$ cat config.mk
export PLATFORM = sky130hd
export DESIGN_NAME = sram_march_bist
export DESIGN_NICKNAME = d
export VERILOG_FILES = /design/src/rtl/sram_bist_pkg.sv /design/src/rtl/sram_bist_addr_gen.sv /design/src/rtl/sram_march_bist.sv
export SDC_FILE = /design/constraint.sdc
export NUM_CORES = 1
export LEC_CHECK = 0
export ABC_AREA = 1
export CAP_MARGIN = 20
export CELL_PAD_IN_SITES_DETAIL_PLACEMENT = 1
export CELL_PAD_IN_SITES_GLOBAL_PLACEMENT = 2
export CORE_MARGIN = 1.5
export CORE_UTILIZATION = 24
export CTS_CLUSTER_SIZE = 28
export DETAILED_ROUTE_END_ITERATION = 8
export PLACE_DENSITY = 0.8
export SLEW_MARGIN = 20
export SYNTH_ARGS = -nofsm -noshare
export SYNTH_HDL_FRONTEND = slang
export SYNTH_HIERARCHICAL = 1
export SYNTH_SLANG_ARGS = --single-unit
$ cat constraint.sdc
create_clock -name clk -period 4.8 [get_ports clk]
set_input_delay 0.48 -clock clk [delete_from_list [all_inputs] [get_ports clk]]
set_output_delay 0.48 -clock clk [all_outputs]
set_load 0.02 [all_outputs]
$ cat src/rtl/sram_bist_pkg.sv
// Shared types for the March C- SRAM BIST: FSM state encoding, element descriptors
// and the two data backgrounds (stored as one-bit codes, replicated to the data width).
package sram_bist_pkg;

    typedef enum logic [3:0] {
        ST_IDLE  = 4'd0,
        ST_M0    = 4'd1,
        ST_M1    = 4'd2,
        ST_M2    = 4'd3,
        ST_M3    = 4'd4,
        ST_M4    = 4'd5,
        ST_M5    = 4'd6,
        ST_DRAIN = 4'd7,
        ST_DONE  = 4'd8
    } state_t;

    localparam logic PAT_Z    = 1'b0;
    localparam logic PAT_O    = 1'b1;
    localparam logic DIR_UP   = 1'b0;
    localparam logic DIR_DOWN = 1'b1;

    typedef struct packed {
        logic down;
        logic rd;
        logic wr;
        logic rval;
        logic wval;
    } elem_t;

    // Non-march states return an all-zero descriptor: no read, no write.
    function automatic elem_t elem_desc(input state_t s);
        elem_t d;
        d = '0;
        case (s)
            ST_M0:   d = '{down: DIR_UP,   rd: 1'b0, wr: 1'b1, rval: PAT_Z, wval: PAT_Z};
            ST_M1:   d = '{down: DIR_UP,   rd: 1'b1, wr: 1'b1, rval: PAT_Z, wval: PAT_O};
            ST_M2:   d = '{down: DIR_UP,   rd: 1'b1, wr: 1'b1, rval: PAT_O, wval: PAT_Z};
            ST_M3:   d = '{down: DIR_DOWN, rd: 1'b1, wr: 1'b1, rval: PAT_Z, wval: PAT_O};
            ST_M4:   d = '{down: DIR_DOWN, rd: 1'b1, wr: 1'b1, rval: PAT_O, wval: PAT_Z};
            ST_M5:   d = '{down: DIR_DOWN, rd: 1'b1, wr: 1'b0, rval: PAT_Z, wval: PAT_Z};
            default: d = '0;
        endcase
        return d;
    endfunction

endpackage

$ cat src/rtl/sram_bist_addr_gen.sv
// Loadable up/down address counter for the march elements; 'last' flags the final
// address in the current direction.
module sram_bist_addr_gen #(
    parameter int ADDR_W = 16
) (
    input  logic              clk,
    input  logic              rst,
    input  logic              load,
    input  logic [ADDR_W-1:0] load_val,
    input  logic              step,
    input  logic              down,
    output logic [ADDR_W-1:0] addr,
    output logic              last
);

    localparam logic [ADDR_W-1:0] ADDR_ONE = {{(ADDR_W-1){1'b0}}, 1'b1};

    logic [ADDR_W-1:0] addr_r;

    // Counter register: load takes priority over stepping.
    always_ff @(posedge clk) begin
        if (rst) begin
            addr_r <= '0;
        end else if (load) begin
            addr_r <= load_val;
        end else if (step) begin
            addr_r <= down ? (addr_r - ADDR_ONE) : (addr_r + ADDR_ONE);
        end else begin
            addr_r <= addr_r;
        end
    end

    assign addr = addr_r;
    assign last = down ? (addr_r == '0) : (addr_r == '1);

endmodule

$ cat src/rtl/sram_march_bist.sv
// March C- BIST controller for a single-port SRAM with one-cycle registered read data.
// Optional error log (fail_addr/fail_exp/fail_act/err_cnt) enabled by SRAM_BIST_ERRLOG_EN.
module sram_march_bist
    import sram_bist_pkg::*;
#(
    parameter int ADDR_W = 16,
    parameter int DATA_W = 8
) (
    input  logic              clk,
    input  logic              rst,
    input  logic              start,
    output logic              busy,
    output logic              done,
    output logic              pass,
    output logic              mem_we,
    output logic [ADDR_W-1:0] mem_addr,
    output logic [DATA_W-1:0] mem_wdata,
    input  logic [DATA_W-1:0] mem_rdata,
    output logic [ADDR_W-1:0] fail_addr,
    output logic [DATA_W-1:0] fail_exp,
    output logic [DATA_W-1:0] fail_act,
    output logic [15:0]       err_cnt
);

    state_t            state_r, state_nxt;
    logic              phase_r, phase_nxt;
    logic              ld, stp;
    logic [ADDR_W-1:0] ld_val;
    logic [ADDR_W-1:0] addr;
    logic              addr_last;
    logic              start_acc, is_rd, miscmp;
    logic              busy_r, done_r, pass_r, mem_we_r, rd_pend_r;
    logic              we_nxt, busy_nxt;
    logic [DATA_W-1:0] mem_wdata_r, wdata_nxt, exp_r;

    sram_bist_addr_gen #(.ADDR_W(ADDR_W)) u_addr_gen (
        .clk      (clk),
        .rst      (rst),
        .load     (ld),
        .load_val (ld_val),
        .step     (stp),
        .down     (elem_desc(state_r).down),
        .addr     (addr),
        .last     (addr_last)
    );

    assign start_acc = start && ((state_r == ST_IDLE) || (state_r == ST_DONE));
    // phase_r selects the write half of a read/write element.
    assign is_rd  = elem_desc(state_r).rd && !(elem_desc(state_r).wr && phase_r);
    assign miscmp = rd_pend_r && (mem_rdata != exp_r);

    // Next-state, phase and address-counter control.
    always_comb begin
        state_nxt = state_r;
        phase_nxt = 1'b0;
        ld        = 1'b0;
        stp       = 1'b0;
        case (state_r)
            ST_IDLE, ST_DONE: begin
                if (start) begin
                    state_nxt = ST_M0;
                    ld        = 1'b1;
                end else begin
                    state_nxt = state_r;
                end
            end
            ST_M0, ST_M5: begin
                if (addr_last) begin
                    state_nxt = state_t'(state_r + 4'd1);
                    ld        = 1'b1;
                end else begin
                    stp = 1'b1;
                end
            end
            ST_M1, ST_M2, ST_M3, ST_M4: begin
                if (!phase_r) begin
                    phase_nxt = 1'b1;
                end else if (addr_last) begin
                    state_nxt = state_t'(state_r + 4'd1);
                    ld        = 1'b1;
                end else begin
                    stp = 1'b1;
                end
            end
            ST_DRAIN: state_nxt = ST_DONE;
            default:  state_nxt = ST_IDLE;
        endcase
    end

    assign ld_val    = elem_desc(state_nxt).down ? '1 : '0;
    assign we_nxt    = elem_desc(state_nxt).wr && !(elem_desc(state_nxt).rd && !phase_nxt);
    assign wdata_nxt = we_nxt ? {DATA_W{elem_desc(state_nxt).wval}} : '0;
    assign busy_nxt  = !((state_nxt == ST_IDLE) || (state_nxt == ST_DONE));

    // Control state, registered outputs and the pending-read compare pipeline.
    always_ff @(posedge clk) begin
        if (rst) begin
            state_r     <= ST_IDLE;
            phase_r     <= 1'b0;
            busy_r      <= 1'b0;
            done_r      <= 1'b0;
            pass_r      <= 1'b0;
            mem_we_r    <= 1'b0;
            mem_wdata_r <= '0;
            rd_pend_r   <= 1'b0;
            exp_r       <= '0;
        end else begin
            state_r     <= state_nxt;
            phase_r     <= phase_nxt;
            busy_r      <= busy_nxt;
            done_r      <= (state_nxt == ST_DONE);
            mem_we_r    <= we_nxt;
            mem_wdata_r <= wdata_nxt;
            rd_pend_r   <= is_rd;
            exp_r       <= {DATA_W{elem_desc(state_r).rval}};
            if (start_acc) begin
                pass_r <= 1'b1;
            end else if (miscmp) begin
                pass_r <= 1'b0;
            end
        end
    end

    assign busy      = busy_r;
    assign done      = done_r;
    assign pass      = pass_r;
    assign mem_we    = mem_we_r;
    assign mem_addr  = addr;
    assign mem_wdata = mem_wdata_r;

`ifdef SRAM_BIST_ERRLOG_EN
    logic [ADDR_W-1:0] rd_addr_r, fail_addr_r;
    logic [DATA_W-1:0] fail_exp_r, fail_act_r;
    logic [15:0]       err_cnt_r;

    // Error log: first miscompare is latched, count saturates.
    always_ff @(posedge clk) begin
        if (rst) begin
            rd_addr_r   <= '0;
            fail_addr_r <= '0;
            fail_exp_r  <= '0;
            fail_act_r  <= '0;
            err_cnt_r   <= 16'h0000;
        end else begin
            rd_addr_r <= addr;
            if (start_acc) begin
                fail_addr_r <= '0;
                fail_exp_r  <= '0;
                fail_act_r  <= '0;
                err_cnt_r   <= 16'h0000;
            end else if (miscmp) begin
                if (err_cnt_r == 16'h0000) begin
                    fail_addr_r <= rd_addr_r;
                    fail_exp_r  <= exp_r;
                    fail_act_r  <= mem_rdata;
                end
                if (err_cnt_r != 16'hFFFF) begin
                    err_cnt_r <= err_cnt_r + 16'h0001;
                end
            end
        end
    end

    assign fail_addr = fail_addr_r;
    assign fail_exp  = fail_exp_r;
    assign fail_act  = fail_act_r;
    assign err_cnt   = err_cnt_r;
`else
    assign fail_addr = '0;
    assign fail_exp  = '0;
    assign fail_act  = '0;
    assign err_cnt   = 16'h0000;
`endif

endmodule

==> metrics.md <==
| Metric | Value |
|---|---|
| Setup TNS | `0 ns` |
| Period Utilization, post-route | `0.7836` |
| Synth top area share | `0.1944` |
| Sw Share | `0.2897` |
| Post-CTS Setup Bufs | `0` |
| Post-Syn Area | `2883 sq um` |
| CP required | `around 5.0 ns` |
| Inserted Clock Buffers | `3` |
| Logic gate share of total power | `0.180` |
| Final instance area | `3294 sq um` |
| Psw | `between 0.00015 and 0.0002 W` |
| Starting DRT DRC Count | `116` |
| Maximum vdd drop | `0.00009310 V` |
| Initial antenna violation count | `0` |
| M1 WL | `3914 um` |
| Final setup viols | `0` |
| FILL cells | `1493` |
| Initial Utilization | `0.2493` |
| Metal2 WL | `3961 um` |
| # H-tree levels | `1` |
| Synth area leader | `dfxtp_1` |
| Chip width | `112.6 um` |
| R2R cell count | `21` |
| Hold buffer count at CTS | `0` |
| Sequential area share after synthesis | `0.1944` |
| Tot GR Track Use | `0.1305` |
| Crit path capture type | `register` |
| Post-CTS sizing | `0` |
| Clock tree buffer depth | `2` |
| Total congestion overflow | `0` |
| Max_slew headroom | `0.3674` |
| Share of cells above drive strength 1 | `0.05859` |
| Async S/R FF share, synth | `0` |
| Largest net degree at the start of global routing | `25` |
| Reg-to-reg startpoint | `state_r[1]` |
| Clock share of power | `0.421` |
| Max cap viols | `0` |
| Post-Synthesis Cells | `between 400 and 500` |
| RSZ-0062 raised after global routing | `false` |
| Min cycle time layout | `3.761 ns` |
| WL met3 | `around 340 um` |
| Clock slew at reported path FFs | `0.07 ns` |
| Vias in the first global route | `2846` |
| Ports | `87` |
| P per Cell Area | `183.5 nW/um^2` |
| Flop pwr share | `0.398` |
| Via count | `2867` |
| Final Hold Viols | `0` |
| Synth-to-Final Area Change | `14.28%` |
| Hold Path Stages | `2` |
| Uppermost routed layer | `met4` |
| Main synth FF type | `dfxtp_1` |
| Global-route wire length before repair | `about 14000 um` |
| Full die area | `~13000 sq um` |
| Hpwl dp | `roughly 6600 um` |
| Final Power | `just over 0.0006 W` |
| Register-to-register setup slack | `1.04 ns` |
| RR Endpoint | `u_addr_gen/addr[0]` |
| Arrival @ worst endpoint | `3.91 ns` |
| EDFF count, synth | `0` |
| IO buf count | `38` |
| Achievable Freq | `0.2659 GHz` |
| Worst-path maximum fanout | `18` |
| Synth warnings | `6` |
| DP Area | `3189 sq um` |
| Outcome | `completed` |
| Crit path launch type | `register` |
| Post-DRT Antenna Nets | `0` |
| Worst-margin pin slew | `0.9460 ns` |
| Total wire length | `8276 um` |
| Clk root buf | `clkbuf_16` |
| Yosys reg bits | `28` |
| Crit path kind | `reg -> reg` |
| Leak | `1.628 nW` |
| Routed length per instance | `12.97 um` |
| Die H | `112.6 um` |
| Nets | `~530` |
| Clock latency on the worst-skew pair | `roughly 0.27 ns` |
| Hold Path Sink | `pass` |
| Worst Min Path Start | `pass` |
| Worst Hold Class | `reg -> reg` |
| Clock skew | `about 0.0026 ns` |
| Row count | `39` |
| Antenna fix cells | `0` |
| CTS Sinks | `28` |
| Post-synthesis average cell area | `approximately 6.2 sq um` |
| CTS tree | `yes` |
| Floorplan Core Area | `11560 sq um` |
| DR pass1 iterations | `5` |
| Pint | `0.0004294 W` |
| Area of the multi-input gates | `1788 sq um` |
| RePlAce Congestion | `0.8488` |
| FF+latch area | `560.5 sq um` |
| Drc violations | `0` |
| Yosys cell types | `37` |
| Synth top area cells | `dfxtp_1 19%, nand2_1 17%, buf_4 15%` |
| DR vias/cell | `4.494` |
| Pins Over Slew Limit | `0` |
## registers in the layout (all words and copies together) (netlist names)
register	cells
exp_r	1
phase_r	1
mem_we	1
state_r	4
done	1
mem_wdata	1
pass	1
rd_pend_r	1
u_addr_gen/addr	16
busy	1
## cell usage in the layout, fill, tap and decap left out, drive strengths merged
master	count
nand2	137
inv	71
conb	48
clkdlybuf4s50	38
nor2	34
dfxtp	28
nand3	28
a21oi	24
ha	18
a22oi	11
nor3	7
nand4	7
o21ai	7
nor4	6
nand3b	5
or2	5
clkbuf	3
a31oi	3
xor2	2
xnor2	2
buf	2
and2	2
o31ai	1
and3	1
o2111a	1
bufinv	1
a31o	1
a2111oi	1
fa	1
## cell usage after synthesis, types with 2 or more instances
master	number
a21oi_1	23
a22oi_1	11
a31oi_1	3
buf_4	57
clkbuf_1	2
dfxtp_1	28
ha_1	18
inv_1	67
inv_2	4
nand2_1	128
nand2_2	9
nand3_1	27
nand3b_1	5
nand4_1	7
nor2_1	28
nor2_2	6
nor3_1	7
nor4_1	6
o21ai_0	6
or2_0	3
or2_1	2
xnor2_1	2
xor2_1	2
## worst max path at each step
stage,from,end,slack (ns),cells after the start
final,state_r[1],u_addr_gen/addr[0],1.04,21
after global routing,state_r[1],u_addr_gen/addr[0],0.49,21
after CTS,state_r[1],u_addr_gen/addr[0],1.03,21
after detailed placement,state_r[1],u_addr_gen/addr[0],1.09,21
after global placement,state_r[0],u_addr_gen/addr[0],1.32,21
after floorplan,state_r[1],u_addr_gen/addr[0],1.44,20
## power groups by stage
stage | Clock (W) | Combinational (W) | Sequential, W
finish | 0.000255 | 0.000109 | 0.000241
global route | 0.000268 | 0.000119 | 0.000242
CTS | 0.000261 | 0.000109 | 0.000241
detailed placement | 0 | 0.000108 | 0.000247
global placement | 0 | 0.000106 | 0.000246
floorplan | 0 | 0.000104 | 0.000250
## cell type report
type | count | area share
repair buffers | 40 | 0.1200
clock inverters | 1 | 0.009115
inverters | 71 | 0.08090
flip-flops and latches | 28 | 0.1701
well taps | 143 | 0.05431
clock buffers | 3 | 0.02279
multi-input cells | 352 | 0.5427
## routing by layer
layer / up-vias / global-route usage
met1: 1348 / 0.1782
met5: - / 0
met3: 5 / 0.01188
li1: 1436 / -
met4: 0 / 0.02700
met2: 78 / 0.2244
## worst max-delay path: stages (launching register included)
cell and delay, ns:
dfxtp_1 0.36, inv_1 0.15, ha_1 0.22, inv_1 0.05
nand2_1 0.06, nand2_2 0.07, nand2_1 0.61, nand2_1 0.13
nor4_1 0.28, nand4_1 0.12, nand2_1 0.19, nand2_1 0.10
nand2_1 0.10, inv_1 0.04, nand2_1 0.06, nand2_1 0.06
nor2_2 0.23, nor2_1 0.09, nor2_1 0.11, buf_4 0.22
nor2_1 0.07, a2111oi_0 0.31
## logic make-up after synthesis
logic type	count (synthesis)	share of synthesized area
other cells	1	0.001301
fa+ha+maj	19	0.08507
compound gates	49	0.1029
simple gates	232	0.3576
flops	28	0.1944
buf+inv	132	0.2465
xor+xnor	4	0.01215
## through the flow
stage / util / instances / hold slack, ns / setup slack (ns)
after detailed placement: 0.2758 / 634 / 0.4787 / 1.094
after floorplan: - / 512 / 0.5312 / 1.440
after global placement: 0.2758 / 634 / 0.4736 / 1.322
after global routing: 0.2849 / 638 / 0.5571 / 0.4898
after CTS: 0.2849 / 638 / 0.4911 / 1.026
final: 0.2849 / 638 / 0.4872 / 1.039
(Power assumes the default switching activity.)
